==> config.mk <==
export PLATFORM = sky130hd
export DESIGN_NAME = arith_seq_unit
export DESIGN_NICKNAME = d
export VERILOG_FILES = /design/src/rtl/arith_seq_unit.sv
export SDC_FILE = /design/constraint.sdc
export NUM_CORES = 1
export LEC_CHECK = 0
export BUFFER_PORTS_ARGS = -buffer_cell sky130_fd_sc_hd__buf_2
export CELL_PAD_IN_SITES_DETAIL_PLACEMENT = 1
export CELL_PAD_IN_SITES_GLOBAL_PLACEMENT = 1
export CORE_ASPECT_RATIO = 1.4
export CORE_MARGIN = 5
export CORE_UTILIZATION = 45
export DETAILED_ROUTE_END_ITERATION = 8
export GPL_ROUTABILITY_DRIVEN = 0
export PLACE_DENSITY_LB_ADDON = 0.1
export SLEW_MARGIN = 5
export SYNTH_ARGS = -nofsm -noshare
export SYNTH_HDL_FRONTEND = slang
export SYNTH_SLANG_ARGS = --single-unit
==> constraint.sdc <==
create_clock -name clk -period 4.8 [get_ports clk]
set_clock_uncertainty 0.15 [all_clocks]
set_input_delay 0.24 -clock clk [delete_from_list [all_inputs] [get_ports clk]]
set_output_delay 0.24 -clock clk [all_outputs]
set_load 0.02 [all_outputs]
==> src/rtl/arith_seq_unit.sv <==
// Signed add/sub/shift-add multiply with sequential double-dabble
// and a scanned 4-digit seven-segment readout.
module arith_seq_unit #(
    parameter int WIDTH   = 8,
    parameter int DIVIDER = 100000
) (
    input  logic             clk,
    input  logic             rst_n,
    input  logic [WIDTH-1:0] sw,
    input  logic [1:0]       mode,
    input  logic [2:0]       btn,
    output logic             busy,
    output logic             done,
    output logic             ovf,
    output logic             rng,
    output logic             neg,
    output logic [6:0]       D1_SEG,
    output logic [3:0]       D1_AN
);

    localparam int RW  = 2 * WIDTH;
    localparam int CW  = $clog2(RW) + 1;
    localparam int SCW = $clog2(DIVIDER) + 1;
    localparam int MW  = (RW > 10) ? RW : 10;
    localparam logic [6:0] DASH  = 7'b011_1111;
    localparam logic [6:0] BLANK = 7'b111_1111;

    typedef enum logic [1:0] {IDLE, CALC, CONV, DONE} state_t;

    state_t state, state_nx;

    logic [2:0]       btn_q, rise;
    logic [WIDTH-1:0] op1, op2, opa, opb, mplier;
    logic [1:0]       mode_q;
    logic [RW-1:0]    mcand, acc, res, bin;
    logic             sgn, calc_ovf;
    logic [15:0]      bcd;
    logic [CW-1:0]    cnt;
    logic [3:0]       dig0, dig1, dig2;
    logic             neg_d, ovf_d, rng_d;
    logic [SCW-1:0]   scan;

    function automatic logic [WIDTH-1:0] mag_w(input logic [WIDTH-1:0] x);
        return x[WIDTH-1] ? (WIDTH'(0) - x) : x;
    endfunction

    function automatic logic [3:0] adj3(input logic [3:0] d);
        return (d >= 4'd5) ? (d + 4'd3) : d;
    endfunction

    function automatic logic [6:0] seg7(input logic [3:0] d);
        logic [6:0] s;
        case (d)
            4'd1:    s = 7'b111_1001;
            4'd2:    s = 7'b010_0100;
            4'd3:    s = 7'b011_0000;
            4'd4:    s = 7'b001_1001;
            4'd5:    s = 7'b001_0010;
            4'd6:    s = 7'b000_0010;
            4'd7:    s = 7'b111_1000;
            4'd8:    s = 7'b000_0000;
            4'd9:    s = 7'b001_0000;
            default: s = 7'b100_0000;
        endcase
        return s;
    endfunction

    assign rise = btn & ~btn_q;
    assign busy = (state != IDLE);
    assign done = (state == DONE);
    assign ovf  = ovf_d;
    assign rng  = rng_d;
    assign neg  = neg_d;

    logic             is_mul, is_sub, cin, c_in_msb, c_out_msb;
    logic [WIDTH-1:0] b_eff, lo_sum;
    logic [RW-1:0]    a_x, b_x, as_res, acc_nx, mul_res, res_nx, mag_nx, res_mag;
    logic [MW-1:0]    mag_ext;
    logic [15:0]      bcd_adj;
    logic             calc_last, conv_last;

    assign is_mul = (mode_q == 2'b10);
    assign is_sub = (mode_q == 2'b01);

    // Carries at WIDTH bits give the add/sub overflow flag
    assign cin       = is_sub;
    assign b_eff     = is_sub ? ~opb : opb;
    assign lo_sum    = {1'b0, opa[WIDTH-2:0]} + {1'b0, b_eff[WIDTH-2:0]}
                     + {{(WIDTH-1){1'b0}}, cin};
    assign c_in_msb  = lo_sum[WIDTH-1];
    assign c_out_msb = (opa[WIDTH-1] & b_eff[WIDTH-1])
                     | (opa[WIDTH-1] & c_in_msb)
                     | (b_eff[WIDTH-1] & c_in_msb);

    assign a_x     = {{WIDTH{opa[WIDTH-1]}}, opa};
    assign b_x     = {{WIDTH{opb[WIDTH-1]}}, opb};
    assign as_res  = is_sub ? (a_x - b_x) : (a_x + b_x);
    assign acc_nx  = acc + (mplier[0] ? mcand : RW'(0));
    assign mul_res = sgn ? (RW'(0) - acc_nx) : acc_nx;
    assign res_nx  = is_mul ? mul_res : as_res;
    assign mag_nx  = res_nx[RW-1] ? (RW'(0) - res_nx) : res_nx;
    assign res_mag = res[RW-1] ? (RW'(0) - res) : res;
    assign mag_ext = MW'(res_mag);

    assign bcd_adj = {adj3(bcd[15:12]), adj3(bcd[11:8]),
                      adj3(bcd[7:4]), adj3(bcd[3:0])};

    assign calc_last = !is_mul || (cnt == CW'(WIDTH - 1));
    assign conv_last = (cnt == CW'(RW - 1));

    always_ff @(posedge clk or negedge rst_n) begin
        if (!rst_n) state <= IDLE;
        else        state <= state_nx;
    end

    always_comb begin
        state_nx = state;
        unique case (state)
            IDLE:    if (rise[2]) state_nx = CALC;
            CALC:    if (calc_last) state_nx = CONV;
            CONV:    if (conv_last) state_nx = DONE;
            DONE:    state_nx = IDLE;
            default: state_nx = IDLE;
        endcase
    end

    always_ff @(posedge clk or negedge rst_n) begin
        if (!rst_n) begin
            btn_q    <= '0;
            op1      <= '0;
            op2      <= '0;
            opa      <= '0;
            opb      <= '0;
            mode_q   <= '0;
            mcand    <= '0;
            mplier   <= '0;
            acc      <= '0;
            sgn      <= 1'b0;
            res      <= '0;
            calc_ovf <= 1'b0;
            bin      <= '0;
            bcd      <= '0;
            cnt      <= '0;
            dig0     <= '0;
            dig1     <= '0;
            dig2     <= '0;
            neg_d    <= 1'b0;
            ovf_d    <= 1'b0;
            rng_d    <= 1'b0;
            scan     <= '0;
        end else begin
            btn_q <= btn;
            scan  <= scan + SCW'(1);
            unique case (state)
                IDLE: begin
                    if (rise[0]) op1 <= sw;
                    if (rise[1]) op2 <= sw;
                    // Working copies keep the pre-load operands
                    if (rise[2]) begin
                        mode_q <= mode;
                        opa    <= op1;
                        opb    <= op2;
                        mcand  <= {{WIDTH{1'b0}}, mag_w(op1)};
                        mplier <= mag_w(op2);
                        acc    <= '0;
                        sgn    <= op1[WIDTH-1] ^ op2[WIDTH-1];
                        cnt    <= '0;
                    end
                end
                CALC: begin
                    if (is_mul) begin
                        acc    <= acc_nx;
                        mcand  <= mcand << 1;
                        mplier <= mplier >> 1;
                        cnt    <= cnt + CW'(1);
                    end
                    if (calc_last) begin
                        res      <= res_nx;
                        calc_ovf <= is_mul ? 1'b0 : (c_in_msb ^ c_out_msb);
                        bin      <= mag_nx;
                        bcd      <= '0;
                        cnt      <= '0;
                    end
                end
                CONV: begin
                    bcd <= {bcd_adj[14:0], bin[RW-1]};
                    bin <= bin << 1;
                    cnt <= cnt + CW'(1);
                end
                DONE: begin
                    dig0  <= bcd[3:0];
                    dig1  <= bcd[7:4];
                    dig2  <= bcd[11:8];
                    neg_d <= res[RW-1];
                    ovf_d <= calc_ovf;
                    rng_d <= (mag_ext > MW'(999));
                end
                default: ;
            endcase
        end
    end

    logic [1:0] sel;
    assign sel = scan[SCW-1 -: 2];

    always_comb begin
        D1_AN  = 4'b1111;
        D1_SEG = BLANK;
        unique case (sel)
            2'b00: begin
                D1_AN  = 4'b1110;
                D1_SEG = rng_d ? DASH : seg7(dig0);
            end
            2'b01: begin
                D1_AN  = 4'b1101;
                D1_SEG = rng_d ? DASH : seg7(dig1);
            end
            2'b10: begin
                D1_AN  = 4'b1011;
                D1_SEG = rng_d ? DASH : seg7(dig2);
            end
            default: begin
                D1_AN  = 4'b0111;
                D1_SEG = neg_d ? DASH : BLANK;
            end
        endcase
    end

endmodule

# Yosys cells after proc, flatten, opt, wreduce, memory -nomap -nowiden
# Memories as Yosys holds them, arrays and structs flattened.
# Cells that the tools add are included.
[classes]
n_bitwise = 10
mux = 41
n_eq_ne = 14
n_reduce_logical = 16
addsub = 16
magnitude_cmp = 5
[ops]
columns = ["cell", "n"]
rows = [
  ["16-bit 2-to-1 mux", 12],
  ["16-bit one-hot mux with 2 select lines", 4],
  ["1-bit by 16-bit subtractor with 16-bit output (first input constant)", 3],
  ["8-bit 2-to-1 mux", 5],
  ["7-bit 2-to-1 mux", 4],
  ["7-bit one-hot mux with 3 select lines", 1],
  ["18-bit by 1-bit adder with 18-bit output (second input constant)", 1],
  ["16-bit adder", 1],
  ["4-bit by 3-bit greater-or-equal comparator with 1-bit output (second input constant)", 4],
  ["16-bit by 10-bit > comparator with 1-bit output (second input constant)", 1],
  ["8-bit one-hot mux with 2 select lines", 1],
  ["1-bit by 8-bit subtractor with 8-bit output (first input constant)", 2],
  ["5-bit 2-to-1 mux", 3],
  ["5-bit one-hot mux with 3 select lines", 1],
  ["4-bit by 2-bit adder with 4-bit output (second input constant)", 3],
  ["4-bit 2-to-1 mux", 3],
  ["4-bit one-hot mux with 3 select lines", 1],
  ["2-bit AND reduction", 5],
  ["8-bit by 8-bit adder with 9-bit output", 1],
  ["3-bit AND reduction", 3],
  ["8-bit by 8-bit subtractor with 9-bit output", 1],
  ["7-bit by 7-bit adder with 8-bit output", 1],
  ["8-bit by 1-bit adder with 8-bit output", 1],
  ["2-bit == test (second input constant)", 4],
  ["22 further kinds", 36],
]
[word_totals]
wordCells = 128
romBits = 336
ff_bits = 167
memories = 3
inputBits = 15
output_inout_bits = 16
[mem_list]
columns = ["name", "words", "word_bits", "rd", "rd_clocked_by_memory_dff", "write_ports", "line_no", "rtl"]
rows = [
  ["(name not given)", 16, 7, 1, 0, 0, "53", "case (d)"],
  ["(name not given)", 16, 7, 1, 0, 0, "53", ""],
  ["(name not given)", 16, 7, 1, 0, 0, "53", ""],
]

# Depth between registers and ports, before layout
[depth]
ltp_word = 9
mapped_depth = 17
depth_no_buf = 17

# Worst setup path before layout
# OpenSTA, ideal clock, no wires.
[synth_timing]
path_kind = "reg-to-reg"
startpoint = "reg mode_q[1]"
endpoint = "reg bin[15]"
setup_time_ns = 0.092
arrival_ns = 3.563
synth_period_minus_slack_ns = 3.804
n_path_buf = 1
stages_incl_launch_ff = 15
setup_slack_ns = 0.996
required_time_ns = 4.558
path_cell_list = "dfrtp_1 nand2b_1 clkbuf_1 o21ai_0 inv_1 ha_1 nor2b_1 o21ai_0 a21oi_1 or3_1 a311oi_1 and3_1 nand3_2 or4b_1 o31ai_2"
[synth_via]
elab_chain_len = 7
elab_cells_between_ends = 12
classes_between = "1 x add/sub; 3 x eq/ne; 5 x mux; 3 x reduce/logical"
[synth_lines]
columns = ["item", "line_no", "rtl"]
rows = [
  ["start, declared", "34", "logic [1:0] mode_q;"],
  ["start signal, assigned", "160", "mode_q <= mode;"],
  ["2-bit by 1-bit == test with 1-bit output", "83", "assign is_sub = (mode_q == 2'b01);"],
  ["16-bit 2-to-1 mux", "97", "assign as_res = is_sub ? (a_x - b_x) : (a_x + b_x);"],
  ["16-bit 2-to-1 mux", "100", "assign res_nx = is_mul ? mul_res : as_res;"],
  ["1-bit by 16-bit subtractor with 16-bit output", "101", "assign mag_nx = res_nx[RW-1] ? (RW'(0) - res_nx) : res_nx;"],
  ["16-bit 2-to-1 mux", "101", ""],
  ["16-bit 2-to-1 mux", "177", "if (calc_last) begin"],
  ["16-bit one-hot mux with 2 select lines", "154", "unique case (state)"],
  ["end signal, assigned", "180", "bin <= mag_nx;"],
  ["end signal, assigned", "187", "bin <= bin << 1;"],
  ["end, declared", "35", "logic [RW-1:0] mcand, acc, res, bin;"],
]
# Parallel ways exist; a longest one is shown, timed or not. The select of a mux whose other input is x is not followed.
# A chain may end at the register's enable or synchronous reset.

# Final worst setup path
[layout_timing]
startpoint = "reg mplier[0]"
endpoint = "reg bin[5]"
[layout_via]
elab_chain_len = 9
[layout_lines]
columns = ["item", "line_no", "rtl"]
rows = [
  ["start, declared", "33", "logic [WIDTH-1:0] op1, op2, opa, opb, mplier;"],
  ["start signal, assigned", "164", "mplier <= mag_w(op2);"],
  ["start signal, assigned", "174", "mplier <= mplier >> 1;"],
  ["16-bit 2-to-1 mux (*)", "98", "assign acc_nx = acc + (mplier[0] ? mcand : RW'(0));"],
  ["16-bit adder (*)", "98", ""],
  ["1-bit by 16-bit subtractor with 16-bit output", "99", "assign mul_res = sgn ? (RW'(0) - acc_nx) : acc_nx;"],
  ["16-bit 2-to-1 mux (*)", "99", ""],
  ["16-bit 2-to-1 mux (*)", "100", ""],
  ["1-bit by 16-bit subtractor with 16-bit output", "101", ""],
  ["16-bit 2-to-1 mux (*)", "101", ""],
  ["16-bit 2-to-1 mux (*)", "177", ""],
  ["16-bit one-hot mux with 2 select lines (*)", "154", ""],
]
# Every way passes the cells marked *; elsewhere a longest branch is shown, timed or not. The select of a mux whose other input is x is not followed.

==> summary.md <==
| Metric | Value |
|---|---|
| Hpwl dp | 19.9 mm |
| Met1 WL | 10.9 mm |
| Largest net degree at the start of global routing | 111 |
| CTS clk-pin slew, worst paths | 0.07 ns |
| Critical Path AT | 4.64 ns |
| Fillers | 2683 |
| N_diodes | 0 |
| Crit. End Element | flop |
| Iteration-0 DRC Markers | 381 |
| Clk sinks | 163 |
| Share of the yosys chip area belonging to registers | 39.0% |
| Layout overhead on the synthesized area | 10.5% |
| Synth area leader | dfrtp_1 |
| Endpoints failing hold | 0 |
| Tot GR Track Use | 21.0% |
| Period minus WS final | 4.47 ns |
| Combinational power share | 59.7% |
| Post-CTS Resized | 0 |
| EDFF count, synth | 0 |
| CP max FO | 17 |
| CTS max path bufs | 2 |
| Worst Hold Class | in -> async |
| WL met2 | 14.6 mm |
| Final Max Slew Viols | 0 |
| Metal3 WL | 502 µm |
| Psw | 4.23 mW |
| Peak supply drop | 0.000381 V |
| Top FF cell, synth | dfrtp_1 |
| Routed vias/inst | 5.70 |
| Max layer used | met4 |
| DRC viols | 0 |
| Share of the synthesized area in the top cell type | 39.0% |
| Most frequent cells in the layout | 163 x dfrtp_1, 132 x nand2_1, 104 x o21ai_0, 84 x nor2_1, 67 x a21oi_1 |
| DR WL/cell | 17.9 µm |
| CTS root buf | clkbuf_16 |
| Most used cell, CP | xnor2_1 |
| Async SR Flop Fraction | 100% |
| ANT nets after route | 0 |
| Slowest cell on crit path | dfrtp_1 |
| Clock latency on the worst-skew pair | 0.44 ns |
| CP peak stage delay | 0.53 ns |
| Yosys cell types | 80 |
| Grt ovf | 0 |
| Crit path kind | reg -> reg |
| Die Footprint | 0.0264 mm² |
| Setup TNS | 0 ns |
| PwrDens | 765 mW/mm² |
| Switching Share | 47.9% |
| FMAX | 224 MHz |
| Netlist Area Pre-Place | 0.0105 mm² |
| Number of H-tree levels | 4 |
| # setup viols final | 0 |
| Critical path startpoint category | flop |
| Delay-heaviest family, CP | compound AO/OA/AOI/OAI gates |
| Critical Path RT | 4.98 ns |
| Total power | 8.85 mW |
| Mean area per synthesized cell | 9.11 µm² |
| PortBufs | 30 |
| CTS buffer count | 17 |
| Number of global-route vias before repair | 9204 |
| Via count | 8466 |
| Initial Utilization | 45.3% |
| Fin Hold WS | 0.164 ns |
| Worst-margin pin slew | 1.07 ns |
| Num ports | 31 |
| Slew Limit Headroom | 28.6% |
| Nets | 1248 |
| RSZ-0062 raised after global routing | false |
| Pint | 4.61 mW |
| Status | finished clean |
| Number of cell rows | 66 |
| Die width | 139 µm |
| Drt pass-1 iters | 4 |
| Final period util | 93.1% |
| Routed WL | 26.7 mm |
| CTS tree | done |
| Flop pwr share | 25.5% |
| Largest cells by area after synthesis | dfrtp_1 39%, ha_1 7.7%, o21ai_0 5.0% |
| Syn_nets | 1230 |
| Clk pwr share | 14.7% |
| Seq cells post-synth | 163 |
| Cells after synthesis | 1149 |
| Core area | 0.0231 mm² |
| Critical-path cell list | and2_1, ha_1, fa_1, a21o_1, a221oi_4, o21ai_1, xnor2_1, o2111ai_1, o41ai_2, xor2_1, o21a_2, nor2_1, xnor2_1, a221o_1 |
| Fraction of layout cells with a size suffix above 1 | 12.5% |
| Max-cap violations | 0 |
| YS warnings | 0 |
| DIE HEIGHT | 190 µm |
| Leak Pwr | 5.25 nW |
| First-pass GRT wire length | 45.9 mm |
| Initial antenna violation count | 0 |
| Commonest non-fill, non-tap cell in the layout | dfrtp_1 |
| Crit path buf inv count | 0 |
[metal layers]
layer / global-route usage (%) / up-vias
met2: 41.0 / 83
li1: - / 4108
met5: 0 / -
met1: 23.2 / 4235
met3: 2.61 / 40
met4: 7.34 / 0
[state kept, by name (all words and copies together) (netlist names), 12 cells and up]
name   count
scan      18
bcd       12
res       16
bin       16
mcand     16
acc       16
[final timing paths]
path | endpoint | depth (start not counted) | slack (ns) | start
max | bin[5] | 14 | 0.33 | mplier[0]
min | dig1[0] | 2 | 0.16 | rst_n
max reg2reg | bin[5] | 14 | 0.33 | mplier[0]
min reg2reg | scan[0] | 1 | 0.30 | scan[0]
max in group asynchronous | acc[8] | 3 | 3.35 | rst_n
min in group clk | scan[0] | 1 | 0.30 | scan[0]
[synthesized netlist by cell type, drive strengths merged (5+ instances only)]
master / instances
xor2: 34
nand4: 12
a31oi: 10
mux2i: 10
nand3: 23
o21ai: 114
xnor2: 47
a211o: 5
nand2: 134
nor2b: 12
nand2b: 17
o22ai: 11
o31ai: 14
clkbuf: 44
o211ai: 6
dfrtp: 163
or3: 12
o41ai: 5
a22o: 15
a21o: 14
ha: 64
buf: 12
a211oi: 11
a21oi: 70
nor3: 15
and2: 17
and3: 15
nand3b: 5
nor2: 85
or2: 8
nor3b: 6
mux2: 42
inv: 42
[layout make-up]
type / count / area [µm²] / area share (%)
sequential: 163 / 4080 / 35.3
clock inverter: 15 / 124 / 1.07
clock buffer: 17 / 425 / 3.68
timing repair buffer: 55 / 392 / 3.39
tap: 306 / 383 / 3.31
inverter: 42 / 158 / 1.36
multi-input combinational: 888 / 6010 / 51.9
[timing repair]
item	in CTS	in global routing
endpoints found under the setup margin	0	0
setup buffers	0	0
hold endpoints to repair	74	0
hold buffers	14	0
[power groups by stage]
stage / Sequential, mW / Clock [mW] / Combinational [mW]
after global routing: 2.33 / 1.40 / 5.93
after CTS: 2.26 / 1.34 / 5.37
after global placement: 2.27 / 0 / 5.20
final: 2.26 / 1.30 / 5.29
after floorplan: 2.06 / 0 / 4.15
after detailed placement: 2.29 / 0 / 5.32
[stage by stage]
step	std cells	utilization, %	cell area [µm²]	worst slack [ns]
global route	1486	50.0	11600	0.0378
floorplan	1149	-	10500	0.996
global placement	1440	47.1	10900	0.544
detailed placement	1440	47.1	10900	0.438
finish	1486	50.0	11600	0.332
CTS	1486	50.0	11600	0.308
[cell families (layout without fill, tap and decap cells)]
group / Yosys count / in the layout / synth area share (%)
xor+xnor: 81 / 81 / 6.78
fa+ha+maj: 66 / 66 / 8.03
compound gates: 314 / 314 / 19.5
simple gates: 375 / 375 / 17.6
mux: 52 / 52 / 5.48
buf+inv: 98 / 129 / 3.69
flops: 163 / 163 / 39.0
Note: power is estimated with default switching activity, not from simulation.
